<file path="config.mk">
export PLATFORM = sky130hd
export DESIGN_NAME = sseg_mux_driver
export DESIGN_NICKNAME = d
export VERILOG_FILES = /design/src/rtl/sseg_pkg.sv /design/src/rtl/sseg_tick_gen.sv /design/src/rtl/sseg_mux_driver.sv
export SDC_FILE = /design/constraint.sdc
export NUM_CORES = 1
export LEC_CHECK = 0
export BUFFER_PORTS_ARGS = -buffer_cell sky130_fd_sc_hd__clkbuf_2
export CAP_MARGIN = 20
export CORE_ASPECT_RATIO = 0.5
export CORE_MARGIN = 2
export CORE_UTILIZATION = 60
export DETAILED_ROUTE_END_ITERATION = 8
export PLACE_DENSITY = 0.81
export SLEW_MARGIN = 20
export SYNTH_ARGS = -nofsm -noshare
export SYNTH_HDL_FRONTEND = slang
export SYNTH_SLANG_ARGS = --single-unit
</file>
<file path="constraint.sdc">
create_clock -name clk -period 4.2 [get_ports clk]
set_input_delay 0.84 -clock clk [delete_from_list [all_inputs] [get_ports clk]]
set_output_delay 0.84 -clock clk [all_outputs]
set_load 0.01 [all_outputs]
</file>
<file path="src/rtl/sseg_pkg.sv">
// ---------------------------------------------------------------------------
// sseg_pkg
// Shared definitions for the seven-segment scan driver:
//   SEG_OFF      all segments (and the decimal point) dark, active low
//   idx_width()  width of a digit index for a given digit count
//   hex_to_seg7  4-bit value -> active-low segment pattern {g,f,e,d,c,b,a}
// ---------------------------------------------------------------------------
package sseg_pkg;

    localparam logic [7:0] SEG_OFF = 8'hFF;

    // Width of a digit index; never narrower than one bit.
    function automatic int idx_width(input int n);
        return (n > 1) ? $clog2(n) : 1;
    endfunction

    // Active-low segment codes, bit order {g,f,e,d,c,b,a}.
    function automatic logic [6:0] hex_to_seg7(input logic [3:0] hex);
        logic [6:0] seg;
        case (hex)
            4'h0:    seg = 7'h40;
            4'h1:    seg = 7'h79;
            4'h2:    seg = 7'h24;
            4'h3:    seg = 7'h30;
            4'h4:    seg = 7'h19;
            4'h5:    seg = 7'h12;
            4'h6:    seg = 7'h02;
            4'h7:    seg = 7'h78;
            4'h8:    seg = 7'h00;
            4'h9:    seg = 7'h10;
            4'hA:    seg = 7'h08;
            4'hB:    seg = 7'h03;
            4'hC:    seg = 7'h46;
            4'hD:    seg = 7'h21;
            4'hE:    seg = 7'h06;
            4'hF:    seg = 7'h0E;
            default: seg = 7'h7F;
        endcase
        return seg;
    endfunction

endpackage

</file>
<file path="src/rtl/sseg_tick_gen.sv">
// ---------------------------------------------------------------------------
// sseg_tick_gen
// Digit-slot prescaler. Counts 0..REFRESH_DIV-1 and flags where the scan
// currently is inside a slot.
// Ports:
//   clk_i       system clock
//   reset_i     synchronous, active-high reset (counter -> 0)
//   in_blank_o  current cycle is inside the anti-ghosting window
//   slot_end_o  current cycle is the last cycle of the slot
//   pre_end_o   next cycle will be the last cycle of the slot
// ---------------------------------------------------------------------------
module sseg_tick_gen #(
    parameter int REFRESH_DIV  = 100000,
    parameter int BLANK_CYCLES = 1000
) (
    input  logic clk_i,
    input  logic reset_i,
    output logic in_blank_o,
    output logic slot_end_o,
    output logic pre_end_o
);

    localparam int PW = (REFRESH_DIV > 1) ? $clog2(REFRESH_DIV) : 1;

    logic [PW-1:0] presc_q;
    logic [PW-1:0] presc_d;

    // Prescaler next state: wrap at the terminal count.
    always_comb begin
        presc_d = presc_q;
        if (presc_q == PW'(REFRESH_DIV - 1)) begin
            presc_d = '0;
        end else begin
            presc_d = presc_q + PW'(1);
        end
    end

    // Prescaler register.
    always_ff @(posedge clk_i) begin
        if (reset_i) begin
            presc_q <= '0;
        end else begin
            presc_q <= presc_d;
        end
    end

    // Slot strobes. A one-cycle slot is always about to end; a zero-length
    // blank window makes the compare below constant false.
    always_comb begin
        in_blank_o = (presc_q < PW'(BLANK_CYCLES));
        slot_end_o = (presc_q == PW'(REFRESH_DIV - 1));
        if (REFRESH_DIV == 1) begin
            pre_end_o = 1'b1;
        end else begin
            pre_end_o = (presc_q == PW'(REFRESH_DIV - 2));
        end
    end

endmodule

</file>
<file path="src/rtl/sseg_mux_driver.sv">
// ---------------------------------------------------------------------------
// sseg_mux_driver
// Time-multiplexed N-digit seven-segment driver with active-low anodes and
// segments. New digit data is staged by 'load' and copied into the active
// set only when the scan wraps from the last digit to digit 0, so a frame
// never shows a mix of old and new data. Each slot begins with a short
// window with every anode off to suppress ghosting.
// Ports:
//   clk, reset   clock, synchronous active-high reset
//   load         strobe: capture hex_in/dp_in/blank_in into staging
//   hex_in       4 bits per digit, digit i at [4i+3:4i]
//   dp_in        per-digit decimal point enable
//   blank_in     per-digit dark enable
//   pending      staging holds data not yet shown
//   frame_tick   high during the last cycle of each frame
//   an           anodes, active low (one low or all high)
//   sseg         {dp,g..a}, active low
// Build option: define SSEG_LEADING_ZERO_BLANK_EN to darken leading zero
// digits (digit 0 is always shown).
// ---------------------------------------------------------------------------
module sseg_mux_driver
    import sseg_pkg::*;
#(
    parameter int N_DIGITS     = 8,
    parameter int REFRESH_DIV  = 100000,
    parameter int BLANK_CYCLES = 1000
) (
    input  logic                    clk,
    input  logic                    reset,
    input  logic                    load,
    input  logic [4*N_DIGITS-1:0]   hex_in,
    input  logic [N_DIGITS-1:0]     dp_in,
    input  logic [N_DIGITS-1:0]     blank_in,
    output logic                    pending,
    output logic                    frame_tick,
    output logic [N_DIGITS-1:0]     an,
    output logic [7:0]              sseg
);

    localparam int                IW       = idx_width(N_DIGITS);
    localparam logic [IW-1:0]     IDX_LAST = IW'(N_DIGITS - 1);
    localparam logic [N_DIGITS-1:0] ONE_HOT0 = {{(N_DIGITS-1){1'b0}}, 1'b1};

    logic                    in_blank_s;
    logic                    slot_end_s;
    logic                    pre_end_s;
    logic                    wrap_s;

    logic [4*N_DIGITS-1:0]   stg_hex_q;
    logic [N_DIGITS-1:0]     stg_dp_q;
    logic [N_DIGITS-1:0]     stg_blank_q;
    logic [4*N_DIGITS-1:0]   act_hex_q;
    logic [N_DIGITS-1:0]     act_dp_q;
    logic [N_DIGITS-1:0]     act_blank_q;
    logic                    pending_q;
    logic                    pending_d;
    logic [IW-1:0]           idx_q;
    logic [IW-1:0]           idx_d;
    logic                    frame_tick_q;
    logic                    frame_tick_d;
    logic [N_DIGITS-1:0]     an_q;
    logic [N_DIGITS-1:0]     an_d;
    logic [7:0]              sseg_q;
    logic [7:0]              sseg_d;

    logic [3:0]              act_digit_s [N_DIGITS];
    logic [N_DIGITS-1:0]     lz_blank_s;
    logic [N_DIGITS-1:0]     eff_blank_s;

    sseg_tick_gen #(
        .REFRESH_DIV  (REFRESH_DIV),
        .BLANK_CYCLES (BLANK_CYCLES)
    ) u_tick (
        .clk_i      (clk),
        .reset_i    (reset),
        .in_blank_o (in_blank_s),
        .slot_end_o (slot_end_s),
        .pre_end_o  (pre_end_s)
    );

    assign wrap_s = slot_end_s && (idx_q == IDX_LAST);

    // Scan index, pending flag and frame-tick look-ahead next state.
    always_comb begin
        idx_d = idx_q;
        if (slot_end_s) begin
            if (idx_q == IDX_LAST) begin
                idx_d = '0;
            end else begin
                idx_d = idx_q + IW'(1);
            end
        end else begin
            idx_d = idx_q;
        end

        // A load on the wrap cycle keeps pending set: the transfer takes
        // the older staging contents and the new data waits a frame.
        pending_d = pending_q;
        if (load) begin
            pending_d = 1'b1;
        end else if (wrap_s && pending_q) begin
            pending_d = 1'b0;
        end else begin
            pending_d = pending_q;
        end

        // Registered so that it is high during the wrap cycle itself.
        frame_tick_d = pre_end_s && (idx_d == IDX_LAST);
    end

    // Staging registers: last load wins.
    always_ff @(posedge clk) begin
        if (reset) begin
            stg_hex_q   <= '0;
            stg_dp_q    <= '0;
            stg_blank_q <= '1;
        end else if (load) begin
            stg_hex_q   <= hex_in;
            stg_dp_q    <= dp_in;
            stg_blank_q <= blank_in;
        end else begin
            stg_hex_q   <= stg_hex_q;
            stg_dp_q    <= stg_dp_q;
            stg_blank_q <= stg_blank_q;
        end
    end

    // Active registers: only ever change on the frame wrap.
    always_ff @(posedge clk) begin
        if (reset) begin
            act_hex_q   <= '0;
            act_dp_q    <= '0;
            act_blank_q <= '1;
        end else if (wrap_s && pending_q) begin
            act_hex_q   <= stg_hex_q;
            act_dp_q    <= stg_dp_q;
            act_blank_q <= stg_blank_q;
        end else begin
            act_hex_q   <= act_hex_q;
            act_dp_q    <= act_dp_q;
            act_blank_q <= act_blank_q;
        end
    end

    // Scan state and control flags.
    always_ff @(posedge clk) begin
        if (reset) begin
            idx_q        <= '0;
            pending_q    <= 1'b0;
            frame_tick_q <= 1'b0;
        end else begin
            idx_q        <= idx_d;
            pending_q    <= pending_d;
            frame_tick_q <= frame_tick_d;
        end
    end

    // Split the active hex word into per-digit nibbles.
    always_comb begin
        for (int i = 0; i < N_DIGITS; i++) begin
            act_digit_s[i] = act_hex_q[4*i +: 4];
        end
    end

`ifdef SSEG_LEADING_ZERO_BLANK_EN
    // Leading-zero suppression from the top digit down; a set decimal point
    // counts as significant. Digit 0 is never suppressed.
    always_comb begin
        logic leading_v;
        lz_blank_s = '0;
        leading_v  = 1'b1;
        for (int i = N_DIGITS - 1; i >= 1; i--) begin
            if (leading_v && (act_digit_s[i] == 4'h0) && !act_dp_q[i]) begin
                lz_blank_s[i] = 1'b1;
            end else begin
                leading_v = 1'b0;
            end
        end
    end
`else
    // Leading zeros are displayed normally.
    always_comb begin
        lz_blank_s = '0;
    end
`endif

    assign eff_blank_s = act_blank_q | lz_blank_s;

    // Output pattern for the current scan position.
    always_comb begin
        an_d   = '1;
        sseg_d = SEG_OFF;
        if (in_blank_s || eff_blank_s[idx_q]) begin
            an_d   = '1;
            sseg_d = SEG_OFF;
        end else begin
            an_d   = ~(ONE_HOT0 << idx_q);
            sseg_d = {~act_dp_q[idx_q], hex_to_seg7(act_digit_s[idx_q])};
        end
    end

    // Registered pin drivers.
    always_ff @(posedge clk) begin
        if (reset) begin
            an_q   <= '1;
            sseg_q <= SEG_OFF;
        end else begin
            an_q   <= an_d;
            sseg_q <= sseg_d;
        end
    end

    assign an         = an_q;
    assign sseg       = sseg_q;
    assign pending    = pending_q;
    assign frame_tick = frame_tick_q;

endmodule

</file>
After elaboration in Yosys (flattened, before gate mapping). Memory sizes are Yosys's and may differ from the RTL's. A register that Yosys moved wholly into a read port is not among the register bits. Index checks and enable logic that the tools add are counted.

Register bits after elaboration: 134. Bits in read-only memories: 112. Input bits: 51. Output and inout port bits: 18. Logic and storage cells: 44. Memories kept: 1.

Memory list: (name not given) (depth 16, bits a word 7, read ports 1, clocked after Yosys merged registers in 1, write ports 0, RTL line sseg_pkg.sv:20) `case (hex)`.

$add $sub $neg: 2. $lt $le $gt $ge: 3. Equal/unequal tests: 4. Shift operators: 1. Muxes and demuxes: 11. Bitwise logic cells: 3. Reductions and logical operators: 7.

Operators by type and width (number): 17-bit equality test, second input constant (2); 17-bit by 1-bit adder with 17-bit output, second input constant (1); 17-bit by 10-bit less-than comparator with 1-bit output, second input constant (1); 4-bit binary-select mux with 3-bit select (1); 4-bit two-way mux (2); 8-bit NOT (1); 1-bit by 3-bit << shifter with 8-bit output, first input constant (1); 1-bit binary-select mux with 3-bit select (2); 3-bit equality test, second input constant (2); 3-bit two-way mux (2); 4-bit >= comparator, second input constant (1); 3-bit by 4-bit less-than comparator with 1-bit output, second input constant (1); 1-bit two-way mux (4); 3-bit NOT with 4-bit output (1); 2-bit OR reduction (2); 3-bit by 1-bit adder with 3-bit output, second input constant (1); 1-bit logical AND (3); 2-bit nonzero test (1); 1-bit logical OR (1); 1-bit NOT (1).

Depth between registers and ports, before layout. Gate-level depths: netlist of the first run.

Depth in word-level cells: 5. Depth in mapped cells: 11. Gate-level depth less buffers: 9.

By module. Synthesis of the first run repeated with hierarchy kept, for this count alone.

Cells, all modules: 586. Area total of the unflattened synthesis: 5494.0 um^2.

By module, submodules not included: sseg_mux_driver (times used 1, cells each 488, area an instance 4659.5 um^2, seq. area each 2342.2 um^2); sseg_tick_gen (times used 1, cells each 98, area an instance 834.6 um^2, seq. area each 340.3 um^2).

Least setup slack after synthesis of the first run. OpenSTA, ideal clock, no wires.

Path type: register -> register. Start point: register idx_q[0]. End point: register sseg_q[3], in the netlist sseg[3]. Library setup time: 74 ps. Arrival time: 2323 ps. Data required time: 4126 ps. Setup slack: 1803 ps. Cell stages (with the launch flop): 9. Path buffers: 2. Period minus slack after synthesis: 2397 ps. Path through: dfxtp_1 buf_2 buf_2 mux4_2 mux2_2 inv_1 ha_1 o211a_1 o21ai_0.

Word-level cells in the longest chain between the ends: 4. Elaborated cells on any way between the ends: 8. Classes of those cells: 5 x mux; 1 x bitwise; 2 x reduce/logical.

RTL lines: start: declaration (RTL line sseg_mux_driver.sv:57) `logic [IW-1:0] idx_q;`; start signal: assignment (RTL line sseg_mux_driver.sv:152) `idx_q <= idx_d;`; 1-bit binary-select mux with 3-bit select / 3-bit NOT with 4-bit output (equally long branches) (RTL line sseg_mux_driver.sv:193, sseg_mux_driver.sv:198); 1-bit two-way mux (implied by the code) / 4-bit binary-select mux with 3-bit select (equally long branches) (RTL line sseg_mux_driver.sv:193, sseg_mux_driver.sv:198); 1-bit logical OR / 4-bit two-way mux (equally long branches) (RTL line sseg_mux_driver.sv:193, sseg_mux_driver.sv:198); 2-bit OR reduction (no source line) / 4-bit two-way mux (equally long branches); end: declaration (RTL line sseg_mux_driver.sv:63) `logic [7:0] sseg_q;`.

Parallel ways exist; a longest one is shown, timed or not. The select of a mux whose other input is x is not followed. A chain may end at the register's enable or synchronous reset.

Final worst setup path of the first run.
Start point: register idx_q[0]. End point: register sseg_q[4], in the netlist sseg[4].

Same word-level chain as after synthesis.

==> results.yml, run 1 <==
logic_synthesis:
  synth.cell_area_um2: 5410
  synth_area_leader_cell: "dfxtp_1"
  synth_top_area_share_pct: 49.6
  synthArstFlopShare_pct: 0
  synth_cells: 572
  synth_cell_type_count: 41
  syn_nets: 637
  synth_warnings: 0
  synth_top_flop_cell: "dfxtp_1"
  synth_enable_flop_cells: 0
  yosys_register_bits: 134
  ys_seq_area_share_pct: 49.6
  synth.most_common_cell: "dfxtp_1"
  yosys-top-cells-area: "dfxtp_1, mux2i_1, nand2_1"
  yosys-top-cells-count: "dfxtp_1, nand2_1, nor2_1"
  syn_area_per_cell_um2: 9.46
run_status:
  status: "finished clean"
die:
  rows: 24
  core_area_um2: 8740
  io_pins: 69
  die_h_um: 71.1
  die_area_um2: 9840
  die_w_um: 138
  start_util_pct: 61.9
route:
  routed_wl_um: 10900
  initialDrtViolationCount: 254
  drc: 0
  dr.pass1.iters: 5
  wl_per_cell_um: 14.5
  antenna_left: 0
  vias: 4141
  viasPerCell: 5.48
clock_network:
  clk_latency_ns: 0.41
  cts_tree: "yes"
  postCtsSetupBuffers: 0
  root_buffer: "clkbuf_16"
  postCtsHoldBufs: 0
  cts_buffer_depth: 2
  cts_resized: 0
  cts.sinks: 134
  numCtsBuffers: 17
  cts_max_level: 4
  clkTransAtPathRegs_ns: 0.05
timing:
  finalCritPeriodShare_pct: 66.5
  rsz0062_at_grt: "no"
  setup_viol: 0
  timing.hold.ws_ns: 0.452
  tns_ns: 0
  finalWorstSetupSlack_ns: 1.41
  finalHoldViolCount: 0
  relSlewSlack_pct: 31.2
  drv_slew: 0
  finalClockSkew_ns: 0.0108
  period_needed_ns: 2.79
  worst-slew-pin-transition_ns: 1.00
  max_freq_mhz: 358
global_route:
  antenna_found_initial: 0
  grt_pass1_vias: 3979
  grt-ovfl-total: 0
  grt_start_max_net_pins: 105
  grt_pass1_wl_um: 18400
  grt_usage_pct: 23.8
placed_design:
  dpl_cell_area_um2: 5770
  gp_congestion: 0.843
  dp_slack_ns: 1.47
  dp_hpwl_um: 7170
  io_buffers: 68
setup_path:
  r2r_start: "idx_q[0]"
  critPathMaxStageDelay_ns: 0.80
  crit_path_end_kind: "flip-flop"
  path_buf_inv: 1
  cp.required_ns: 4.42
  path_class: "flip-flop to flip-flop"
  cp_top_family: "multiplexers"
  critPathMaxFanout: 14
  reg2reg_setup_slack_ns: 1.41
  critical_path.cell_chain: "buf_4, mux4_2, mux2i_1, nor2_1, o21ai_0, o211ai_1"
  r2r-end: "sseg[4]"
  reg2reg_depth: 6
  cp-start-kind: "flip-flop"
  cp_slowest_cell: "mux2i_1"
  worstPathArrival_ns: 3.01
hold_path:
  hp-class: "flip-flop to flip-flop"
  whs_endpoint: "act_dp_q[2]"
  min_from: "act_dp_q[2]"
  holdPathStages: 2
layout:
  syn_to_final_growth_pct: 16.9
  drive_above_1_share_pct: 19.4
  antenna_cells: 0
  fin_area_um2: 6320
  nNetsFinal: 693
power:
  leakage_nw: 2.58
  total_power_mw: 2.80
  ir_drop_mv: 0.314
  pwr_density_cell_nw_per_um2: 443
run:
  max-cap-violations: 0
final cells by class:
type / count / area (µm²)
flip-flops and latches: 134 / 2680
multi-input cells: 392 / 2520
fillers: 639 / 2410
clock buffers: 22 / 474
repair buffers: 74 / 388
well taps: 117 / 146
clock inverters: 8 / 76.3
inverters: 9 / 33.8
how the worst max path moves through the flow:
stage              from       to  depth (start not counted)
2_1_floorplan  idx_q[0]  sseg[3]                          8
3_3_place_gp   idx_q[0]    an[1]                          6
3_5_place_dp   idx_q[0]  sseg[0]                          6
4_1_cts        idx_q[0]  sseg[4]                          6
5_1_grt        idx_q[0]  sseg[0]                          6
6_report       idx_q[0]  sseg[4]                          6
power by group:
group	internal (mW)	switching, mW	leakage (nW)
clock network	0.851	0.521	0.264
logic	0.0511	0.0538	1.22
registers	1.30	0.0182	1.09
total	2.21	0.593	2.58
layer usage:
layer	part of all wire, %	track usage [%]
met1	45	29.5
met2	47	38.4
met3	5.6	7.79
met4	2.0	10.9
met5	0	0
logic make-up (layout without fill, tap and decap cells):
logic type | Yosys count | count (layout) | synth area share (%)
DFF | 134 | 134 | 49.6
AOI/OAI and AO/OA | 65 | 65 | 7.35
muxes | 61 | 61 | 14.2
and+or+nand+nor | 237 | 237 | 19.4
buffers and inverters | 46 | 113 | 3.77
adders and majority gates | 14 | 14 | 3.24
xor gates and xnor gates | 15 | 15 | 2.43
worst register-to-register path: stages, from the launching register on:
cell,delay [ns]
dfxtp_1,0.43
buf_4,0.31
mux4_2,0.55
mux2i_1,0.80
nor2_1,0.15
o21ai_0,0.25
o211ai_1,0.14
sequential cells by signal, summed over array words and instances, names as in the netlist:
| name | flops |
|---|---|
| act_blank_q | 8 |
| act_dp_q | 8 |
| act_hex_q | 32 |
| an | 8 |
| frame_tick | 1 |
| idx_q | 3 |
| pending | 1 |
| sseg | 8 |
| stg_blank_q | 8 |
| stg_dp_q | 8 |
| stg_hex_q | 32 |
| u_tick.presc_q | 17 |
cell usage in the layout (no fill, tap or decap), types with 2 or more instances in the layout:
master / n
xnor2_1: 9
clkbuf_2: 67
and2_1: 2
a211o_1: 8
nand3_1: 12
buf_4: 7
clkinvlp_4: 3
and4_1: 3
clkbuf_16: 17
nor2b_1: 8
o211ai_1: 3
xor2_1: 6
nand2_1: 115
nand3b_1: 9
mux2_2: 3
o21ai_0: 3
nor3_1: 3
mux4_2: 12
o221ai_1: 3
nor2_1: 68
and3_1: 3
nand4_1: 5
clkbuf_8: 3
dfxtp_1: 134
a21oi_1: 44
inv_1: 9
mux2i_1: 45
clkbuf_1: 2
ha_1: 14
clkinv_2: 3
nand2b_1: 3
through the flow:
step,utilization [%],instances
2_1_floorplan,-,572
5_1_grt,72.4,756
3_3_place_gp,66.1,726
4_1_cts,72.4,756
3_5_place_dp,66.1,726
6_report,72.4,756
Note: power is estimated with default switching activity, not from simulation.
==> inputs of run 2 (changes only) <==
CORE_UTILIZATION = 52   (was 60)
PLACE_DENSITY = 0.75   (was 0.81)
clock period = 2.5 ns   (was 4.2 ns; I/O delays follow)
==> results.yml, run 2 (synthesized netlist as in run 1, its figures left out) <==
clock_network:
  cts.sinks: 134
  clkTransAtPathRegs_ns: 0.06
  cts_tree: "yes"
  postCtsSetupBuffers: 0
  cts_buffer_depth: 2
  clk_latency_ns: 0.41
  postCtsHoldBufs: 0
  numCtsBuffers: 17
  cts_max_level: 4
  cts_resized: 0
  root_buffer: "clkbuf_16"
hold_path:
  min_from: "blank_in[3]"
  hp-class: "input port to flip-flop"
route:
  wl_per_cell_um: 13.7
  drc: 0
  dr.pass1.iters: 4
  wl_met1_um: 4990
  antenna_left: 0
  initialDrtViolationCount: 288
  viasPerCell: 5.18
  dr_wl_met3_um: 665
  met2_length_um: 4960
  routed_wl_um: 10800
  vias: 4079
  highest_layer: "met4"
timing:
  drv_slew: 0
  period_needed_ns: 2.22
  relSlewSlack_pct: 67.6
  finalHoldViolCount: 0
  finalClockSkew_ns: 0.00773
  worst-slew-pin-transition_ns: 0.487
  tns_ns: 0
  setup_viol: 0
  rsz0062_at_grt: "no"
  finalCritPeriodShare_pct: 88.8
  max_freq_mhz: 450
layout:
  reg.largest.list: "act_hex_q (32), stg_hex_q (32), u_tick.presc_q (17)"
  antenna_cells: 0
  utilization_pct: 63.8
  drive_above_1_share_pct: 20.6
  fill_cells: 820
  layout_common_cells: "dfxtp_1, nand2_1, nor2_1"
  final_common_cell: "dfxtp_1"
  syn_to_final_growth_pct: 19.7
  nNetsFinal: 699
  multi_input_area_um2: 2520
  final-seq-area_um2: 2680
setup_path:
  path_buf_inv: 2
  cp_top_family: "multiplexers"
  critPathCapture: "sseg[3]"
  cp_slowest_cell: "mux4_2"
  path_class: "flip-flop to flip-flop"
  crit_path_end_kind: "flip-flop"
  r2r_start: "idx_q[0]"
  worstPathArrival_ns: 2.56
  crit_start: "idx_q[0]"
  cp.required_ns: 2.84
  cp-start-kind: "flip-flop"
  critical_path.cell_chain: "buf_4, mux4_2, mux2_2, inv_1, ha_1, o211a_1, o21ai_0"
  r2r-end: "sseg[3]"
  critPathMaxStageDelay_ns: 0.51
  reg2reg_depth: 7
  critPathMaxFanout: 8
  cp.depth: 7
  reg2reg_setup_slack_ns: 0.28
run_status:
  status: "finished clean"
power:
  switching_share_pct: 22.3
  netSwitchingPower_mw: 1.08
  pwr-share-comb_pct: 3.7
  leakage_nw: 2.63
  clockPowerShare_pct: 50.7
  seq_power_share_pct: 45.6
  p_int_mw: 3.79
  pwr_density_cell_nw_per_um2: 752
  ir_drop_mv: 0.401
die:
  io_pins: 69
  start_util_pct: 53.3
  die_w_um: 148
  core_area_um2: 10100
  rows: 26
  die_h_um: 76.1
  die_area_um2: 11300
placed_design:
  gp_congestion: 0.822
  io_buffers: 68
  dp_hpwl_um: 7300
global_route:
  antenna_found_initial: 0
  grt_start_max_net_pins: 99
  grt_pass1_vias: 3946
  grt_usage_pct: 20.8
  grt_pass1_wl_um: 18700
  grt-ovfl-total: 0
run:
  max-cap-violations: 0
-- run 2: cell types whose count changed in the layout (fill, tap and decap cells not counted), sizes merged --
| cell | previous run | this run |
|---|---|---|
| bufinv | 1 | 2 |
| clkinv | 4 | 5 |
| buf | 7 | 13 |
| inv | 9 | 12 |
| clkbuf | 89 | 86 |
-- run 2: area by class of cell --
class                      instances  area share (%)
tap                              140            2.70
timing repair buffer              80            7.26
clock inverter                    13            2.30
sequential                       134            41.4
inverter                           9           0.522
clock buffer                      19            6.84
multi-input combinational        392            39.0
-- run 2: stage by stage --
step | setup WS (ns) | area [µm²] | instances | hold WS [ns] | power [mW]
floorplan | 0.103 | 5410 | 572 | 0.431 | 2.38
global placement | 0.388 | 5890 | 755 | 0.440 | 2.45
detailed placement | 0.299 | 5890 | 755 | 0.447 | 2.45
CTS | 0.284 | 6480 | 787 | 0.278 | 4.91
global route | 0.105 | 6480 | 787 | 0.279 | 5.04
finish | 0.279 | 6480 | 787 | 0.291 | 4.87
-- run 2: power groups by stage --
stage	clock network (mW)	registers (mW)	logic (mW)
finish	2.47	2.22	0.181
global route	2.61	2.23	0.204
CTS	2.50	2.22	0.184
detailed placement	0	2.27	0.183
global placement	0	2.27	0.180
floorplan	0	2.26	0.119
-- run 2: metal layers --
metal | up-vias | GRT usage, %
met1 | 1902 | 26.9
met4 | 0 | 7.43
met5 | - | 0
li1 | 2059 | -
met2 | 100 | 32.5
met3 | 18 | 7.37
-- run 2: worst min path at each step --
stage,cells past startpoint,slack (ns),end
CTS,2,0.28,stg_blank_q[5]
global placement,2,0.44,act_dp_q[6]
finish,2,0.29,stg_blank_q[3]
global route,2,0.28,stg_blank_q[4]
floorplan,2,0.43,act_dp_q[0]
detailed placement,2,0.45,act_blank_q[4]
